### src/rtl/usb_audio_packer.sv
// rtl/usb_audio_packer.sv - multi-channel PCM to USB isochronous payload packetizer
module usb_audio_packer #(
    parameter int NUM_CH        = 4,
    parameter int SAMPLE_W      = 16,
    parameter int FIFO_DEPTH    = 64,
    parameter int FRAME_SAMPLES = 6
) (
    input  logic                            clk_i,
    input  logic                            reset_i,
    input  logic [7:0]                      alt_setting_i,
    input  logic                            sof_i,
    input  logic                            pcm_valid_i,
    input  logic [NUM_CH*SAMPLE_W-1:0]      pcm_data_i,
    input  logic                            ep_tx_rdy_i,
    output logic                            ep_tx_dval_o,
    output logic [7:0]                      ep_tx_data_o,
    output logic [11:0]                     pkt_len_o,
    output logic [$clog2(FIFO_DEPTH):0]     fill_o,
    output logic [15:0]                     overrun_cnt_o,
    output logic [15:0]                     underrun_cnt_o,
    output logic                            busy_o
);

    localparam int FW          = NUM_CH * SAMPLE_W;
    localparam int FRAME_BYTES = FW / 8;
    localparam int AW          = $clog2(FIFO_DEPTH);
    localparam int CW          = AW + 1;
    localparam int BW          = $clog2(FRAME_BYTES) + 1;
    localparam int FCW         = $clog2(FRAME_SAMPLES) + 1;

    localparam logic [BW-1:0]  LAST_BYTE  = BW'(FRAME_BYTES - 1);
    localparam logic [FCW-1:0] LAST_FRAME = FCW'(FRAME_SAMPLES - 1);
    localparam logic [CW-1:0]  FULL_CNT   = CW'(FIFO_DEPTH);

    typedef enum logic [1:0] {
        S_IDLE,
        S_WAIT_SOF,
        S_LOAD,
        S_SEND
    } state_t;

    state_t          state_q, state_d;
    logic            en_q;
    logic [BW-1:0]   bcnt_q, bcnt_d;
    logic [FCW-1:0]  fcnt_q, fcnt_d;
    logic [FW-1:0]   shreg_q, shreg_d;
    logic            pad_q, pad_d;
    logic [AW-1:0]   wr_ptr_q, rd_ptr_q;
    logic [CW-1:0]   count_q;
    logic [15:0]     ovr_q, und_q;
    logic [FW-1:0]   mem [FIFO_DEPTH];

    logic            pop;
    logic            und_inc;
    logic            push_ok;
    logic            drop;

    // A pop in the same cycle frees a slot, so a push at full is only a drop without one.
    assign push_ok = en_q & pcm_valid_i & ((count_q != FULL_CNT) | pop);
    assign drop    = en_q & pcm_valid_i & (count_q == FULL_CNT) & ~pop;

    assign ep_tx_dval_o   = en_q & (state_q == S_SEND);
    assign ep_tx_data_o   = shreg_q[7:0];
    assign busy_o         = (state_q == S_LOAD) | (state_q == S_SEND);
    assign pkt_len_o      = 12'(FRAME_BYTES * FRAME_SAMPLES);
    assign fill_o         = count_q;
    assign overrun_cnt_o  = ovr_q;
    assign underrun_cnt_o = und_q;

    // Register the streaming enable once from the alternate setting.
    always_ff @(posedge clk_i or posedge reset_i) begin
        if (reset_i) begin
            en_q <= 1'b0;
        end else begin
            en_q <= (alt_setting_i != 8'd0);
        end
    end

    // Packet sequencer next-state: frame loading, byte shifting, underrun padding.
    always_comb begin
        state_d = state_q;
        bcnt_d  = bcnt_q;
        fcnt_d  = fcnt_q;
        shreg_d = shreg_q;
        pad_d   = pad_q;
        pop     = 1'b0;
        und_inc = 1'b0;
        case (state_q)
            S_IDLE: begin
                if (en_q) begin
                    state_d = S_WAIT_SOF;
                end
            end
            S_WAIT_SOF: begin
                if (sof_i) begin
                    state_d = S_LOAD;
                    fcnt_d  = '0;
                    pad_d   = 1'b0;
                end
            end
            S_LOAD: begin
                // Once a packet has padded, stay padded so real frames never follow zeros.
                if ((count_q != '0) && !pad_q) begin
                    pop     = 1'b1;
                    shreg_d = mem[rd_ptr_q];
                end else begin
                    shreg_d = '0;
                    und_inc = 1'b1;
                    pad_d   = 1'b1;
                end
                bcnt_d  = '0;
                state_d = S_SEND;
            end
            S_SEND: begin
                if (ep_tx_rdy_i) begin
                    shreg_d = shreg_q >> 8;
                    bcnt_d  = bcnt_q + 1'b1;
                    if (bcnt_q == LAST_BYTE) begin
                        fcnt_d  = fcnt_q + 1'b1;
                        state_d = (fcnt_q == LAST_FRAME) ? S_WAIT_SOF : S_LOAD;
                    end
                end
            end
            default: begin
                state_d = S_IDLE;
            end
        endcase
        if (!en_q) begin
            state_d = S_IDLE;
            pop     = 1'b0;
            und_inc = 1'b0;
        end
    end

    // Sequencer state registers.
    always_ff @(posedge clk_i or posedge reset_i) begin
        if (reset_i) begin
            state_q <= S_IDLE;
            bcnt_q  <= '0;
            fcnt_q  <= '0;
            shreg_q <= '0;
            pad_q   <= 1'b0;
        end else begin
            state_q <= state_d;
            bcnt_q  <= bcnt_d;
            fcnt_q  <= fcnt_d;
            shreg_q <= shreg_d;
            pad_q   <= pad_d;
        end
    end

    // Frame buffer storage; contents need no reset since count gates every read.
    always_ff @(posedge clk_i) begin
        if (push_ok) begin
            mem[wr_ptr_q] <= pcm_data_i;
        end
    end

    // Frame buffer pointers and fill count; flushed while streaming is off.
    always_ff @(posedge clk_i or posedge reset_i) begin
        if (reset_i) begin
            wr_ptr_q <= '0;
            rd_ptr_q <= '0;
            count_q  <= '0;
        end else if (!en_q) begin
            wr_ptr_q <= '0;
            rd_ptr_q <= '0;
            count_q  <= '0;
        end else begin
            if (push_ok) begin
                wr_ptr_q <= wr_ptr_q + 1'b1;
            end
            if (pop) begin
                rd_ptr_q <= rd_ptr_q + 1'b1;
            end
            count_q <= count_q + CW'(push_ok) - CW'(pop);
        end
    end

    // Saturating overrun and underrun event counters, kept across disable.
    always_ff @(posedge clk_i or posedge reset_i) begin
        if (reset_i) begin
            ovr_q <= '0;
            und_q <= '0;
        end else begin
            if (drop && (ovr_q != 16'hFFFF)) begin
                ovr_q <= ovr_q + 16'd1;
            end
            if (und_inc && (und_q != 16'hFFFF)) begin
                und_q <= und_q + 16'd1;
            end
        end
    end

endmodule
### config.mk
export PLATFORM = sky130hd
export DESIGN_NAME = usb_audio_packer
export DESIGN_NICKNAME = d
export VERILOG_FILES = /design/src/rtl/usb_audio_packer.sv
export SDC_FILE = /design/constraint.sdc
export NUM_CORES = 2
export LEC_CHECK = 0
export CORE_ASPECT_RATIO = 0.5
export CORE_MARGIN = 3
export CORE_UTILIZATION = 25
export CTS_BUF_LIST = sky130_fd_sc_hd__clkbuf_8
export DETAILED_ROUTE_END_ITERATION = 6
export RECOVER_POWER = 50
export SLEW_MARGIN = 5
export SYNTH_ARGS = -nofsm -noshare
export SYNTH_HDL_FRONTEND = slang
export SYNTH_SLANG_ARGS = --single-unit
export TNS_END_PERCENT = 10
### constraint.sdc
create_clock -name clk_i -period 6.43 [get_ports clk_i]
set_input_delay 0.643 -clock clk_i [delete_from_list [all_inputs] [get_ports clk_i]]
set_output_delay 0.643 -clock clk_i [all_outputs]
set_load 0.01 [all_outputs]
==> impl_metrics.yaml <==
floorplan:
  num_io_pins: 138
  fp.coreArea_um2: 651000
  die-width_mm: 1.15
  initial_utilization_pct: 25.2
  die_h_um: 579
  die_area_um2: 666000
  rows: 209
power_and_ir_drop:
  p_switching_mw: 17.3
  p_total_mw: 62.3
  p_int_mw: 45.0
  irDropWorstVdd_v: 0.000259
  seq_power_share_pct: 51.4
  leakagePower_nw: 56.7
  power_frac_comb_pct: 14.9
  switching_share_pct: 27.7
  p_per_area_nw_per_um2: 330
  clkPwrFrac_pct: 33.6
route:
  viasPerCell: 4.74
  ant_nets: 0
  drc: 0
  wl_per_cell_um: 25.3
  wl_mm: 455
  firstDrtPassIters: 6
  drt-initial-drc-count: 10800
  vias: 85300
timing:
  rsz0062_at_grt: "no"
  fmax_ghz: 0.181
  finalCritPeriodShare_pct: 86.1
  hold_slack_ns: 0.513
  hold_viol_final: 0
  setup_tns_ns: 0
  setup_viol: 0
  slew_headroom_pct: -166
  fin_skew_ns: 0.0937
  slew_viol_final: 4336
  worstMarginPinSlew_ns: 4.00
  period_needed_ns: 5.54
global_routing:
  grt_usage_pct: 13.1
  grt_pass1_wl_mm: 642
  grt_pass1_vias: 85400
  gr-total-overflow: 0
  grt_max_degree: 137
  antenna_found_initial: 60
worst_setup_path:
  start_kind: "flip-flop"
  r2r-end: "shreg_q[28]$_DFFE_PP0P_"
  crit_chain: "nand2b_2, clkbuf_1, o21ai_0, nand2_1, nor3_1, a311oi_1"
  end_kind: "flip-flop"
  reg2regPathDepth: 6
  worstSetupPathType: "reg2reg"
  reg2reg_setup_slack_ns: 0.89
  worstPathMaxFanout: 58
  max_stage_delay_ns: 2.16
  arrival_ns: 6.63
  crit_path_top_delay_cell: "clkbuf_1"
  worstPathRequired_ns: 7.52
  r2r_start: "state_q[0]$_DFFE_PP0P_"
synth:
  synth_compound_area_share_pct: 4.26
  synthesis.area_um2: 164000
  synthMuxAreaShare_pct: 14.3
  synth_fa_ha_area_share_pct: 0.127
  synth_area_per_cell_um2: 20.0
  yosys_warnings: 0
  synthSimpleGateAreaFrac_pct: 2.37
  synth_cell_types: 66
  dominantRegCellSynth: "edfxtp_1"
  synth-async-reset-ratio_pct: 3.01
  synthXorXnorAreaFrac_pct: 0.235
  synth_top_family_by_area: "multiplexers"
  synthCells: 8187
  ys_seq_area_share_pct: 76.9
  synth_seq_cells: 4223
  synth_edf_count: 4096
run:
  drv_cap: 68
placement:
  placed_cells: 16800
  io_buffers: 125
  dpl.hpwl_mm: 253
  place_congestion: 0.818
status:
  violations: "max-capacitance violations, max-slew violations"
  status: "finished with violations"
clocking:
  post-cts-setup-buffer-count: 0
  cts_sinks: 4223
  cts_hold_buf: 13
  cts_tree: "built"
  ctsHtreeMaxLevel: 6
  cts_buffers: 673
  cts-resized-gates: 0
  clock_latency_ns: 1.24
  cts_max_path_buffers: 4
  path_clk_slew_ns: 0.07
  root_buffer: "clkbuf_8"
min_path:
  hold_depth: 1
  whs_endpoint: "underrun_cnt_o[10]$_DFFE_PP0P_"
  hold_class: "reg2reg"
  worst_hold_startpoint: "underrun_cnt_o[10]$_DFFE_PP0P_"
finish:
  fin_nets: 8901
  fin_util_pct: 29.0
  syn2layout_area_growth_pct: 15.0
  fin_cells: 18000
  layout-drive-gt1-share_pct: 24.1
-- worst max path at each step --
stage / start / end / slack, ns / cells after the start
6_report: state_q[0]$_DFFE_PP0P_ / shreg_q[28]$_DFFE_PP0P_ / 0.89 / 6
5_1_grt: state_q[0]$_DFFE_PP0P_ / shreg_q[28]$_DFFE_PP0P_ / 0.84 / 6
4_1_cts: rd_ptr_q[1]$_DFFE_PP0P_ / shreg_q[63]$_DFFE_PP0P_ / 1.67 / 9
3_5_place_dp: pcm_valid_i / mem[7][38]$_DFFE_PP_ / 1.70 / 5
3_3_place_gp: pcm_valid_i / mem[7][38]$_DFFE_PP_ / 1.71 / 5
2_1_floorplan: fill_o[2]$_DFF_PP0_ / mem[61][0]$_DFFE_PP_ / 1.40 / 8
-- critical path: cells and delay by family (launching register included) --
family	cells	cell delay, ns
buffers and inverters	1	2.16
DFF	1	0.75
AOI/OAI and AO/OA	2	1.69
and+or+nand+nor	3	0.75
-- cells in the mapped netlist, types with 45 or more instances --
cell type / number / area, um^2
edfxtp_1: 4096 / 123000
mux2i_1: 555 / 5560
mux2_2: 537 / 6050
mux4_2: 509 / 11500
o22ai_1: 294 / 1840
a22oi_1: 227 / 1700
nor2_1: 217 / 815
clkbuf_1: 184 / 691
a211oi_1: 162 / 1220
nor2b_1: 132 / 826
buf_4: 130 / 976
nand2_1: 129 / 484
dfrtp_1: 127 / 3180
o21ai_0: 105 / 526
buf_2: 95 / 475
nand4_1: 73 / 457
a311oi_1: 62 / 543
buf_6: 57 / 642
nor3_1: 51 / 255
nor4_1: 49 / 307
a221oi_1: 45 / 394
-- cells by family (layout without fill, tap and decap cells) --
group	after synthesis	count (layout)
flip-flops	4223	4223
multiplexers	1629	1629
AO/OA/AOI/OAI	992	992
AND/OR/NAND/NOR	767	767
buffers and inverters	514	1647
XOR/XNOR	44	44
adder cells (fa/ha/maj)	16	16
other	2	43
-- through the flow --
step / setup slack [ns] / cell area, um^2
after global routing: 0.840 / 189000
after floorplan: 1.40 / 164000
after CTS: 1.67 / 189000
after global placement: 1.71 / 177000
after detailed placement: 1.70 / 177000
final: 0.893 / 189000
-- cell usage in the layout, fill, tap and decap left out, drive strengths merged, types with 59 or more instances in the layout --
master | synthesis | routed
edfxtp | 4096 | 4096
clkbuf | 184 | 772
mux2 | 565 | 565
mux2i | 555 | 555
mux4 | 509 | 509
inv | 20 | 303
o22ai | 294 | 294
buf | 310 | 284
a22oi | 227 | 227
nor2 | 217 | 217
clkinv | 0 | 200
a211oi | 162 | 162
nor2b | 132 | 132
nand2 | 129 | 129
dfrtp | 127 | 127
o21ai | 106 | 106
nand4 | 73 | 73
a311oi | 63 | 63
clkdlybuf4s50 | 0 | 59
-- area by class of cell --
class	count	area [um^2]
clock buffers	701	9650
repair buffers	430	3760
inverters	20	76.3
well taps	8651	10800
diodes	31	77.6
clock inverters	496	2490
fillers	63500	462000
flip-flops and latches	4223	126000
multi-input cells	3460	35600
-- power groups by stage --
stage	combinational (mW)	sequential, mW	clock [mW]
after floorplan	5.49	32.2	0
after global placement	9.20	32.5	0
after detailed placement	9.26	32.5	0
after CTS	9.30	32.0	21.4
after global routing	9.79	32.1	22.7
final	9.31	32.0	21.0
-- flip-flops by register name, summed over array words and instances, names as in the netlist --
register / count
pad_q: 1
fcnt_q: 4
rd_ptr_q: 6
bcnt_q: 4
en_q: 1
underrun_cnt_o: 16
wr_ptr_q: 6
overrun_cnt_o: 16
state_q: 2
mem: 4096
fill_o: 7
shreg_q: 64
-- layer usage --
layer	share of wire [%]	vias up	wire, um	GRT usage [%]
met5	0.038	-	173	0.169
met4	3.4	4	15500	4.60
met3	8.8	750	40100	2.63
met2	47	4084	213000	21.2
met1	41	45300	187000	17.8
li1	-	35200	-	-
No activity file was read; power rests on OpenSTA's default activity.
